===== config.mk =====
export PLATFORM = sky130hd
export DESIGN_NAME = decode_issue_queue
export DESIGN_NICKNAME = d
export VERILOG_FILES = /design/src/rtl/decode_issue_queue_pkg.sv /design/src/rtl/decode_issue_queue_decode_ctrl.sv /design/src/rtl/decode_issue_queue.sv
export SDC_FILE = /design/constraint.sdc
export NUM_CORES = 1
export LEC_CHECK = 0
export ABC_AREA = 1
export CAP_MARGIN = 10
export CORE_ASPECT_RATIO = 1.75
export CORE_UTILIZATION = 55
export DETAILED_ROUTE_END_ITERATION = 12
export PLACE_DENSITY = 0.84
export SYNTH_ARGS = -nofsm -noshare
export SYNTH_HDL_FRONTEND = slang
export SYNTH_SLANG_ARGS = --single-unit

===== constraint.sdc =====
create_clock -name CLK -period 5.23 [get_ports CLK]
set_input_delay 0.7845 -clock CLK [delete_from_list [all_inputs] [get_ports CLK]]
set_output_delay 0.7845 -clock CLK [all_outputs]
set_load 0.01 [all_outputs]

===== src/rtl/decode_issue_queue_pkg.sv =====
// decode_issue_queue_pkg
//   Shared definitions for the decode/issue queue: control bundle layout,
//   opcode and ALU command constants, and the MCycle sequencing FSM encoding.
//   Optional feature macro: DECODER_DIV_EN (see decode_ctrl_comb).
package decode_issue_queue_pkg;

    localparam int CTRL_W  = 18;
    localparam int INSTR_W = 32;

    // The packed struct is the 18-bit CtrlOut layout; regw sits at bit 0 and
    // mcop at bit 17.
    typedef struct packed {
        logic       mcop;
        logic       ismc;
        logic       pcs;
        logic       nowrite;
        logic [1:0] flagw;
        logic [3:0] aluctl;
        logic [1:0] regsrc;
        logic [1:0] immsrc;
        logic       alusrc;
        logic       memtoreg;
        logic       memw;
        logic       regw;
    } ctrl_t;

    localparam logic [1:0] OP_DP  = 2'b00;
    localparam logic [1:0] OP_MEM = 2'b01;
    localparam logic [1:0] OP_BR  = 2'b10;

    localparam logic [3:0] ALU_ADD = 4'b0100;
    localparam logic [3:0] ALU_SUB = 4'b0010;

    localparam logic [1:0] IMM_DP  = 2'b00;
    localparam logic [1:0] IMM_MEM = 2'b01;
    localparam logic [1:0] IMM_BR  = 2'b10;

    typedef enum logic [1:0] {
        ST_IDLE    = 2'd0,
        ST_START   = 2'd1,
        ST_MC_WAIT = 2'd2,
        ST_DONE    = 2'd3
    } mc_state_e;

endpackage


===== src/rtl/decode_issue_queue_decode_ctrl.sv =====
// decode_ctrl_comb
//   Pure combinational ARM instruction -> control bundle decoder.
//   Ports:
//     instr_i  [31:0]  instruction to decode
//     ctrl_o   [17:0]  control bundle (ctrl_t layout)
//     undef_o          encoding is not recognised
//   Macro DECODER_DIV_EN: when defined, [27:20]=0x7F with [7:4]=1111 decodes
//   as a multi-cycle divide; otherwise that encoding is reported undefined.
module decode_ctrl_comb
    import decode_issue_queue_pkg::*;
(
    input  logic [INSTR_W-1:0] instr_i,
    output ctrl_t              ctrl_o,
    output logic               undef_o
);

    logic [1:0] op;
    logic [3:0] cmd;
    logic       s_bit;
    logic       is_mul;
    logic       is_div;
    logic       unused_instr_bits;

    assign op     = instr_i[27:26];
    assign cmd    = instr_i[24:21];
    assign s_bit  = instr_i[20];
    assign is_mul = (instr_i[27:21] == 7'd0) && (instr_i[7:4] == 4'b1001);
    assign is_div = (instr_i[27:20] == 8'h7F) && (instr_i[7:4] == 4'b1111);

    // Condition, Rn, rotate and low operand fields do not affect control.
    assign unused_instr_bits = ^{instr_i[31:28], instr_i[19:16], instr_i[11:8], instr_i[3:0]};

    always_comb begin
        ctrl_o  = '0;
        undef_o = 1'b0;
        case (op)
            OP_DP: begin
                ctrl_o.regw    = 1'b1;
                ctrl_o.alusrc  = instr_i[25];
                ctrl_o.immsrc  = IMM_DP;
                ctrl_o.aluctl  = cmd;
                ctrl_o.nowrite = (cmd[3:2] == 2'b10);
                if (s_bit) begin
                    if (((cmd >= 4'b0010) && (cmd <= 4'b0111)) || (cmd == 4'b1010) || (cmd == 4'b1011)) begin
                        ctrl_o.flagw = 2'b11;
                    end else begin
                        ctrl_o.flagw = 2'b10;
                    end
                end
                if (is_mul) begin
                    ctrl_o         = '0;
                    ctrl_o.regw    = 1'b1;
                    ctrl_o.ismc    = 1'b1;
                    ctrl_o.mcop    = 1'b0;
                end
            end
            OP_MEM: begin
                if (is_div) begin
`ifdef DECODER_DIV_EN
                    ctrl_o.regw = 1'b1;
                    ctrl_o.ismc = 1'b1;
                    ctrl_o.mcop = 1'b1;
`else
                    undef_o = 1'b1;
`endif
                end else begin
                    ctrl_o.alusrc = 1'b1;
                    ctrl_o.immsrc = IMM_MEM;
                    ctrl_o.aluctl = instr_i[23] ? ALU_ADD : ALU_SUB;
                    if (s_bit) begin
                        ctrl_o.regw     = 1'b1;
                        ctrl_o.memtoreg = 1'b1;
                    end else begin
                        ctrl_o.memw   = 1'b1;
                        ctrl_o.regsrc = 2'b10;
                    end
                end
            end
            OP_BR: begin
                ctrl_o.pcs    = 1'b1;
                ctrl_o.alusrc = 1'b1;
                ctrl_o.immsrc = IMM_BR;
                ctrl_o.regsrc = 2'b01;
                ctrl_o.aluctl = ALU_ADD;
            end
            default: begin
                undef_o = 1'b1;
            end
        endcase
        // A register write to R15 redirects the PC; MUL keeps Rd elsewhere.
        if (ctrl_o.regw && !ctrl_o.nowrite && !ctrl_o.ismc && (instr_i[15:12] == 4'hF)) begin
            ctrl_o.pcs = 1'b1;
        end
    end

endmodule


===== src/rtl/decode_issue_queue.sv =====
// decode_issue_queue
//   Registered decode stage: decodes fetched instructions, buffers
//   {undef,ctrl,instr} in a DEPTH-entry FIFO toward Execute, and sequences
//   multi-cycle MUL/DIV heads through the MCycle unit.
//   Ports:
//     CLK, RESETn           clock, async active-low reset
//     Flush                 squash queue and pending start
//     InstrIn/InstrValid/InstrReady    fetch side
//     CtrlOut/InstrOut/OutValid/OutReady/Undef   execute side (head entry)
//     Start_MCycle/MCycleOp_MCycle/MCycle_Busy   MCycle handshake
//     McTimeout             sticky MC_WAIT timeout flag
//   Macro DECODER_DIV_EN enables the divide encoding in decode_ctrl_comb.
//
//   state    | meaning
//   IDLE     | head issued directly, or MC head waits for MCycle idle
//   START    | one-cycle Start_MCycle pulse
//   MC_WAIT  | waiting for MCycle_Busy low, timeout counter running
//   DONE     | MC result ready, head offered until accepted
module decode_issue_queue
    import decode_issue_queue_pkg::*;
#(
    parameter int DEPTH      = 2,
    parameter int MC_TIMEOUT = 64,
    parameter int CNT_W      = 7
) (
    input  logic               CLK,
    input  logic               RESETn,
    input  logic               Flush,
    input  logic [INSTR_W-1:0] InstrIn,
    input  logic               InstrValid,
    output logic               InstrReady,
    output logic [CTRL_W-1:0]  CtrlOut,
    output logic [INSTR_W-1:0] InstrOut,
    output logic               OutValid,
    input  logic               OutReady,
    output logic               Start_MCycle,
    output logic               MCycleOp_MCycle,
    input  logic               MCycle_Busy,
    output logic               Undef,
    output logic               McTimeout
);

    localparam int PTR_W   = $clog2(DEPTH);
    localparam int ENTRY_W = 1 + CTRL_W + INSTR_W;
    localparam logic [PTR_W:0]   FULL_CNT = (PTR_W+1)'(DEPTH);
    localparam logic [PTR_W:0]   CNT_ONE  = (PTR_W+1)'(1);
    localparam logic [PTR_W-1:0] PTR_ONE  = PTR_W'(1);
    localparam logic [CNT_W-1:0] TMO_CNT  = CNT_W'(MC_TIMEOUT);
    localparam logic [CNT_W-1:0] TMO_LAST = CNT_W'(MC_TIMEOUT - 1);
    localparam logic [CNT_W-1:0] TMO_ONE  = CNT_W'(1);

    ctrl_t              dec_ctrl;
    logic               dec_undef;
    logic [ENTRY_W-1:0] mem_q [DEPTH];
    logic [PTR_W-1:0]   wr_ptr_q, rd_ptr_q;
    logic [PTR_W:0]     count_q;
    logic               ready_en_q;
    mc_state_e          state_q, state_d;
    logic [CNT_W-1:0]   cnt_q, cnt_d;
    logic               tmo_q, tmo_d;
    logic               mc_op_q, mc_op_d;

    logic               head_valid, push, pop, out_valid, start;
    logic [ENTRY_W-1:0] head_entry;
    ctrl_t              head_ctrl;

    decode_ctrl_comb u_decode (
        .instr_i (InstrIn),
        .ctrl_o  (dec_ctrl),
        .undef_o (dec_undef)
    );

    assign head_valid = (count_q != '0);
    assign head_entry = mem_q[rd_ptr_q];
    assign head_ctrl  = head_entry[INSTR_W +: CTRL_W];

    // ready_en_q keeps InstrReady low until the first edge after reset release.
    assign InstrReady = ready_en_q && (count_q != FULL_CNT) && !Flush;
    assign push       = InstrValid && InstrReady;
    assign pop        = out_valid && OutReady;

    always_comb begin
        state_d   = state_q;
        cnt_d     = cnt_q;
        tmo_d     = tmo_q;
        mc_op_d   = mc_op_q;
        out_valid = 1'b0;
        start     = 1'b0;
        case (state_q)
            ST_IDLE: begin
                if (head_valid) begin
                    if (head_ctrl.ismc) begin
                        // An op left running by a flush must finish before a new start.
                        if (!MCycle_Busy) begin
                            state_d = ST_START;
                            mc_op_d = head_ctrl.mcop;
                        end
                    end else begin
                        out_valid = 1'b1;
                    end
                end
            end
            ST_START: begin
                start   = 1'b1;
                cnt_d   = '0;
                state_d = ST_MC_WAIT;
            end
            ST_MC_WAIT: begin
                if (cnt_q != TMO_CNT) begin
                    cnt_d = cnt_q + TMO_ONE;
                end
                if (cnt_q == TMO_LAST) begin
                    tmo_d = 1'b1;
                end
                if (!MCycle_Busy) begin
                    state_d = ST_DONE;
                end
            end
            ST_DONE: begin
                out_valid = head_valid;
                if (head_valid && OutReady) begin
                    state_d = ST_IDLE;
                end
            end
            default: begin
                state_d = ST_IDLE;
            end
        endcase
        if (Flush) begin
            state_d   = ST_IDLE;
            cnt_d     = '0;
            mc_op_d   = mc_op_q;
            out_valid = 1'b0;
            start     = 1'b0;
        end
    end

    always_ff @(posedge CLK or negedge RESETn) begin
        if (!RESETn) begin
            ready_en_q <= 1'b0;
            wr_ptr_q   <= '0;
            rd_ptr_q   <= '0;
            count_q    <= '0;
            state_q    <= ST_IDLE;
            cnt_q      <= '0;
            tmo_q      <= 1'b0;
            mc_op_q    <= 1'b0;
        end else begin
            ready_en_q <= 1'b1;
            state_q    <= state_d;
            cnt_q      <= cnt_d;
            tmo_q      <= tmo_d;
            mc_op_q    <= mc_op_d;
            if (Flush) begin
                wr_ptr_q <= '0;
                rd_ptr_q <= '0;
                count_q  <= '0;
            end else begin
                if (push) begin
                    wr_ptr_q <= wr_ptr_q + PTR_ONE;
                end
                if (pop) begin
                    rd_ptr_q <= rd_ptr_q + PTR_ONE;
                end
                if (push && !pop) begin
                    count_q <= count_q + CNT_ONE;
                end else if (pop && !push) begin
                    count_q <= count_q - CNT_ONE;
                end
            end
        end
    end

    always_ff @(posedge CLK) begin
        if (push) begin
            mem_q[wr_ptr_q] <= {dec_undef, dec_ctrl, InstrIn};
        end
    end

    assign OutValid        = out_valid;
    assign CtrlOut         = head_valid ? head_ctrl : '0;
    assign InstrOut        = head_valid ? head_entry[INSTR_W-1:0] : '0;
    assign Undef           = head_valid && head_entry[ENTRY_W-1];
    assign Start_MCycle    = start;
    assign MCycleOp_MCycle = mc_op_q;
    assign McTimeout       = tmo_q;

endmodule


* Word-level counts from Yosys, hierarchy flattened
Memory sizes are Yosys's and may differ from the RTL's.
Cells that the tools add are included.
** Storage, ports and cells
- Logic and storage cells :: 116
- Memories :: 1
- Register bits after elaboration :: 16
- Bits in writable memories :: 100
- Input port bits :: 38
** Memories
- mem_q :: words 2, width 50, read ports 1, clocked after Yosys merged registers in 0, write ports 1, line decode_issue_queue.sv:54 : logic [ENTRY_W-1:0] mem_q [DEPTH];
** Operators by class
- Multiplexer cells :: 43
- Add/sub/neg operators :: 5
- Bitwise logic cells :: 2
- Equal/unequal tests :: 21
- $lt $le $gt $ge :: 2
- Reductions and logical operators :: 34
** Operator list (number)
- $mux W32 :: 1
- $pmux W9 S3 :: 1
- $mux W2 :: 11
- $eq A4 B4 Y1 const B :: 5
- $mux W18 :: 1
- $ne A3 B3 Y1 const B :: 6
- $mux W1 :: 17
- $mux W17 :: 1
- $logic_and A1 B1 Y1 :: 14
- $mux W7 :: 2
- $pmux W7 S2 :: 1
- $mux W12 :: 1
- $reduce_and A5 Y1 :: 2
- $eq A2 B2 Y1 const B :: 4
- $eq A8 B7 Y1 const B :: 1
- $pmux W2 S4 :: 1
- $add A7 B1 Y7 const B :: 1
- $eq A7 B6 Y1 const B :: 1
- $logic_not A7 Y1 :: 1
- $ne A7 B7 Y1 const B :: 1
- $mux W3 :: 2
- $pmux W1 S2 :: 3
- $pmux W3 S2 :: 1
- $reduce_bool A2 Y1 :: 3
- 14 further kinds :: 25

* Logic depth before layout (Yosys ltp)
Gate-level depths: netlist of run 1.
- Depth after elaboration :: 13
- Mapped depth :: 10

* Cells and area by module
From an unflattened synthesis of run 1, not the netlist that was laid out.
** Second synthesis, totals
- Cell total of the unflattened synthesis :: 463
- Area, all modules :: 5121.2 µm²
** By module, submodules not included
- decode_issue_queue :: sequential area each 3463.3 µm², instances 1, area each 4812.1 µm², cells an instance 399
- decode_ctrl_comb :: sequential area each 0.0 µm², instances 1, area each 309.0 µm², cells an instance 64

* Least setup slack after synthesis of run 1
Ideal clock, no wire load.
- Path type :: input port to flip-flop
- From :: input port Flush
- To :: memory mem_q[0][0] (netlist bit), enable pin
- Setup time :: 0.456 ns
- Arrival :: 3.140 ns
- Cell stages on the path :: 3
- Setup slack :: 1.634 ns
- Path buffers :: 0
- Cell sequence :: nor2_1 > nand3_2 > nor2_1
** On the way
- Cells in the longest elaborated chain, start to end :: 5
** RTL lines
- start: declaration :: line decode_issue_queue.sv:28 : input logic Flush,
- $logic_not A1 Y1 :: line decode_issue_queue.sv:78 : assign InstrReady = ready_en_q && (count_q != FULL_CNT) && !Flush;
- $logic_and A1 B1 Y1 :: line decode_issue_queue.sv:78
- $logic_and A1 B1 Y1 :: line decode_issue_queue.sv:79 : assign push = InstrValid && InstrReady;
- $mux W1 :: line decode_issue_queue.sv:175 : if (push) begin
- $mux W1 (not written as such) :: line decode_issue_queue.sv:176 : mem_q[wr_ptr_q] <= {dec_undef, dec_ctrl, InstrIn};
- end: declaration :: line decode_issue_queue.sv:54
No other way between the ends.

* Final worst setup path of run 1
- From :: register rd_ptr_q
- To :: output port OutValid
** On the way
- Cells in the longest elaborated chain, start to end :: 5
** RTL lines
- start: declaration :: line decode_issue_queue.sv:55 : logic [PTR_W-1:0] wr_ptr_q, rd_ptr_q;
- start signal: assignment :: line decode_issue_queue.sv:163 : rd_ptr_q <= rd_ptr_q + PTR_ONE;
- $mem_v2 Z2 W50
- $mux W1 :: line decode_issue_queue.sv:92 : if (head_ctrl.ismc) begin
- $mux W1 :: line decode_issue_queue.sv:91 : if (head_valid) begin
- $pmux W1 S2 :: line decode_issue_queue.sv:89 : case (state_q)
- $mux W1 :: line decode_issue_queue.sv:129 : if (Flush) begin
- end: declaration :: line decode_issue_queue.sv:34 : output logic OutValid,
No other way between the ends.

==> results.cfg, run 1 <==
[die]
fp.dieH_microns = 126
ioPinCount = 94
die_w_microns = 72.9
rows = 44
start_util_pct = 57.4
die-area_sq_um = 9190
core-area_sq_um = 8420

[setup_path]
rrSetupSlack_ns = 2.90
crit_family = buffers and inverters
reg2reg_from = count_q[0]$_DFFE_PN0P_
cp-end-kind = primary output
crit_required_ns = 4.45
path_buf_inv = 3
worstPathCellList = buf_4, inv_2, nand2_2, nand3_1, a21boi_0, clkdlybuf4s50_1
rr_endpoint = mem_q[1][38]$_DFFE_PP_
cp.arrival_ns = 2.81
critPathKind = flop to primary output
cp-start-kind = flop
critPathSlowestCell = clkdlybuf4s50_1
ff2ff_path_depth = 5
worstPathMaxFanout = 52
critPathMaxStageDelay_ns = 0.57

[power]
vdd_drop_max_v = 0.000348
power_density_nw_per_um2 = 477
pwr-share-clk_pct = 37.3
power_frac_seq_pct = 34.0
switching_share_pct = 28.4
comb_power_share_pct = 28.7
p_int_w = 0.00221
p_switching_w = 0.000878
p_leak_nw = 2.48

[yosys]
synth_cells = 443
syn-cell-area_sq_um = 4840
yosysSeqAreaShare_pct = 68.6
ys_seq_elements = 113
yosysMostFrequentCell = nand2_1
synth_ff_type = edfxtp_1
async_flop_share_pct = 13.3
synth_top_cell_by_area = edfxtp_1
synthTopCellsByCount = nand2_1, edfxtp_1, a21oi_1
syn_area_per_cell_sq_um = 10.9
synth_warnings = 0
synth_edf_count = 98
synth.distinct_cells = 30
netlist_top_cells_area = edfxtp_1, nand2_1, dfrtp_1, a21oi_1, inv_1
post-synth-top-area-fraction_pct = 60.8

[layout]
nNetsFinal = 583
area_growth_pct = 33.9
diodes = 0
layout-drive-gt1-share_pct = 8.70
n_fill_cell = 506

[place]
place_ws_ns = 1.89
place.gp.congestion = 0.810
io_buffer_count = 91
dp_hpwl_mm = 6.77

[sta]
relSlewSlack_pct = 34.1
fmax_mhz = 278
fin_skew_ns = 0.00925
rsz0062_at_grt = no
setup_viol_count_final = 0
setup_tns_ns = 0
drv_slew = 0
finalCritPeriodShare_pct = 68.8
setup_ws_ns = 1.63
period_needed_ns = 3.60
worstMarginPinSlew_ns = 0.986
hold_violations = 0

[routing]
ant_nets = 0
routed_via_density = 5.42
drt_iter0_markers = 261
drt-total-wl_mm = 10.8
drc = 0
drtPass1Iterations = 5
wl_per_cell_microns = 16.1
via_count = 3617

[clock_tree]
post-cts-setup-buffer-count = 0
tritoncts = built
path_clk_slew_ns = 0.05
cts_buffer_depth = 2
cts_buffers = 17
ctsRootBufferMaster = clkbuf_16
postCtsResizedCells = 0
cts.sinks = 113
insertion_delay_ns = 0.41
htree_levels = 4
hold_buffers = 0

[hold_path]
hold_path_depth = 2
hp-start = McTimeout$_DFFE_PN0P_
min_to = McTimeout$_DFFE_PN0P_
hold_class = flop to flop

[status]
outcome = complete, no violations

[global_route]
gr-total-overflow = 0
grt_pass1_vias = 3584
grt_max_degree = 53
antenna_found_initial = 0
grt_usage_pct = 25.0
grt_pass1_wl_mm = 16.9

[job]
max_cap_violations = 0
-- kinds of logic (layout without fill, tap and decap cells) --
logic type | after synthesis | after routing | synth area share, %
other | 2 | 3 | 0.155
AOI/OAI and AO/OA | 68 | 68 | 7.37
adders and majority gates | 6 | 6 | 1.55
DFF | 113 | 113 | 68.6
xor gates and xnor gates | 3 | 3 | 0.543
buffers and inverters | 56 | 164 | 4.94
and+or+nand+nor | 195 | 195 | 16.8
-- final cells by class --
type / count / area (sq um) / share of cell area [%]
Clock buffer: 25 / 551 / 8.50
Clock inverter: 7 / 65.1 / 1.00
Inverter: 37 / 139 / 2.14
Multi-Input combinational cell: 275 / 1300 / 20.1
Sequential cell: 113 / 3320 / 51.2
Tap cell: 115 / 144 / 2.22
Timing Repair Buffer: 95 / 961 / 14.8
-- sequential cells by signal (all words and copies together) (netlist names) --
| name | count |
|---|---|
| McTimeout | 1 |
| cnt_q | 7 |
| count_q | 2 |
| mem_q | 98 |
| rd_ptr_q | 1 |
| ready_en_q | 1 |
| state_q | 2 |
| wr_ptr_q | 1 |
-- per-layer routing --
layer	global-route usage, %	wire length (microns)	share of wire [%]	up-vias
met4	13.5	326	3.0	0
met5	0	0	0	-
met1	27.6	3750	35	1718
li1	-	-	-	1691
met3	6.00	688	6.4	34
met2	43.4	6000	56	174
-- per-stage QoR --
stage                     instances  area (sq um)  hold WS [ns]  utilization, %  total power (W)
final                           667          6480         0.463            76.9          0.00309
after global routing            667          6480         0.507            76.9          0.00320
after CTS                       666          6450         0.475            76.6          0.00308
after detailed placement        634          5830         0.462            69.3          0.00192
after global placement          634          5830         0.449            69.3          0.00191
after floorplan                 444          4840         0.482               -          0.00150
-- worst min-delay path, delay by kind of cell, from the launching register on --
kind / cells / cell delay, ns
flops: 1 / 0.34
compound gates: 1 / 0.05
buf+inv: 1 / 0.04
-- how the worst max path moves through the flow --
stage	from	to	slack, ns	cells after the start
global placement	Flush	mem_q[1][32]$_DFFE_PP_	1.96	5
floorplan	Flush	mem_q[0][0]$_DFFE_PP_	1.63	3
detailed placement	Flush	OutValid	1.89	6
global route	rd_ptr_q$_DFFE_PN0P_	OutValid	1.47	6
CTS	rd_ptr_q$_DFFE_PN0P_	InstrOut[7]	1.62	5
finish	rd_ptr_q$_DFFE_PN0P_	OutValid	1.63	6
-- power by group through the flow --
| stage | Combinational, W | Sequential, W | Clock (W) |
|---|---|---|---|
| 2_1_floorplan | 0.000433 | 0.00106 | 0 |
| 3_3_place_gp | 0.000846 | 0.00107 | 0 |
| 3_5_place_dp | 0.000857 | 0.00107 | 0 |
| 4_1_cts | 0.000868 | 0.00105 | 0.00116 |
| 5_1_grt | 0.000948 | 0.00105 | 0.00120 |
| 6_report | 0.000887 | 0.00105 | 0.00115 |
-- placed cells by master (no fill, tap or decap), drive strengths merged, types with 11 or more instances in the layout --
cell	n
dfrtp	15
a21oi	51
clkbuf	25
nor2	30
clkdlybuf4s50	91
o21ai	11
nand2	139
inv	37
nand3	16
edfxtp	98
No activity file was read; power rests on OpenSTA's default activity.
==> inputs of run 2 (changes only) <==
--- a/config.mk
+++ b/config.mk
@@ -8,9 +8,9 @@
 export ABC_AREA = 1
 export CAP_MARGIN = 10
 export CORE_ASPECT_RATIO = 1.75
-export CORE_UTILIZATION = 55
+export CORE_UTILIZATION = 47
 export DETAILED_ROUTE_END_ITERATION = 12
-export PLACE_DENSITY = 0.84
+export PLACE_DENSITY = 0.76
 export SYNTH_ARGS = -nofsm -noshare
 export SYNTH_HDL_FRONTEND = slang
 export SYNTH_SLANG_ARGS = --single-unit
==> constraint.sdc (replaced) <==
create_clock -name CLK -period 2.9 [get_ports CLK]
set_input_delay 0.435 -clock CLK [delete_from_list [all_inputs] [get_ports CLK]]
set_output_delay 0.435 -clock CLK [all_outputs]
set_load 0.01 [all_outputs]
==> results.cfg, run 2 (synthesized netlist as in run 1, its figures left out) <==
[status]
outcome = complete, no violations

[die]
die-area_sq_um = 10700
rows = 48
core-area_sq_um = 9910
start_util_pct = 48.8
fp.dieH_microns = 136
die_w_microns = 78.7
ioPinCount = 94

[sta]
hold_violations = 0
hold_slack_ns = 0.451
period_needed_ns = 2.67
rsz0062_at_grt = no
fin_skew_ns = 0.00931
drv_slew = 0
relSlewSlack_pct = 54.9
fmax_mhz = 374
finalCritPeriodShare_pct = 92.1
setup_ws_ns = 0.229
worstMarginPinSlew_ns = 0.674
setup_viol_count_final = 0

[clock_tree]
hold_buffers = 0
postCtsResizedCells = 0
htree_levels = 4
tritoncts = built
post-cts-setup-buffer-count = 0
cts_buffer_depth = 2
insertion_delay_ns = 0.40
cts.sinks = 113
ctsRootBufferMaster = clkbuf_16
path_clk_slew_ns = 0.05
cts_buffers = 17

[setup_path]
worstPathCellList = inv_2, buf_12, nand2_1, a21oi_1, clkdlybuf4s50_1
ff2ff_path_depth = 6
critPathSlowestCell = clkdlybuf4s50_1
worstPathMaxFanout = 28
crit_path_start = rd_ptr_q$_DFFE_PN0P_
cp-end-kind = primary output
rr_endpoint = state_q[0]$_DFFE_PN0P_
critPathMaxStageDelay_ns = 0.58
crit_family = buffers and inverters
rrSetupSlack_ns = 1.25
crit_required_ns = 2.47
path_buf_inv = 3
reg2reg_from = rd_ptr_q$_DFFE_PN0P_
cp.arrival_ns = 2.24
cp-start-kind = flop
critPathKind = flop to primary output

[place]
io_buffer_count = 91
postPlaceCellArea_sq_um = 5930
dp_hpwl_mm = 6.82
place_ws_ns = 0.464
place.gp.congestion = 0.767
dp_cells = 648

[layout]
largest_register_ffs = 98
stdcell_count = 680
nNetsFinal = 586
diodes = 0
area_growth_pct = 35.6
layout-drive-gt1-share_pct = 9.73
layout_common_cells = nand2_1, edfxtp_1, clkdlybuf4s50_1
final_util_pct = 66.2
finalInstanceArea_sq_um = 6560
layout_commonest_cell = nand2_1
top_register = mem_q
top_regs = mem_q (98), cnt_q (7)

[global_route]
grt_pass1_wl_mm = 17.0
gr-total-overflow = 0
grt_pass1_vias = 3562
antenna_found_initial = 0
grt_usage_pct = 21.5
grt_max_degree = 52

[routing]
drt_iter0_markers = 223
via_count = 3561
wl_per_cell_microns = 15.6
drc = 0
routed_via_density = 5.24
drt-total-wl_mm = 10.6
ant_nets = 0
drtPass1Iterations = 5

[power]
vdd_drop_max_v = 0.000525
power_density_nw_per_um2 = 868
p_leak_nw = 2.51

[job]
max_cap_violations = 0

[hold_path]
hold_class = primary input to async pin
==> run 2: where the power goes <==
group          leakage (nW)  switching, W  total [W]  internal [W]
sequential             1.10     0.0000416    0.00189       0.00185
combinational          1.10      0.000872    0.00162      0.000752
clock                 0.305      0.000732    0.00218       0.00145
==> run 2: how the worst max path moves through the flow <==
stage	to	slack [ns]	cells past startpoint
detailed placement	OutValid	0.46	6
CTS	CtrlOut[1]	0.20	5
floorplan	mem_q[0][0]$_DFFE_PP_	-0.35	3
finish	CtrlOut[1]	0.23	5
global route	CtrlOut[1]	0.10	5
global placement	OutValid	0.53	6
==> run 2: area by class of cell <==
| type | instances | area, sq um |
|---|---|---|
| fill | 736 | 3350 |
| sequential | 113 | 3320 |
| multi-input combinational | 275 | 1300 |
| timing repair buffer | 98 | 1010 |
| clock buffer | 17 | 425 |
| clock inverter | 15 | 206 |
| tap | 125 | 156 |
| inverter | 37 | 139 |
==> run 2: through the flow <==
stage	power, W	setup TNS [ns]
4_1_cts	0.00575	0
3_3_place_gp	0.00351	0
5_1_grt	0.00595	0
2_1_floorplan	0.00270	-33.93
3_5_place_dp	0.00355	0
6_report	0.00570	0
==> run 2: routing by layer <==
layer | global-route usage [%] | part of all wire (%) | vias up
met5 | 0 | 0 | -
met4 | 12.2 | 3.2 | 0
met3 | 5.57 | 5.2 | 27
met2 | 36.9 | 54 | 129
met1 | 23.7 | 38 | 1703
li1 | - | - | 1702
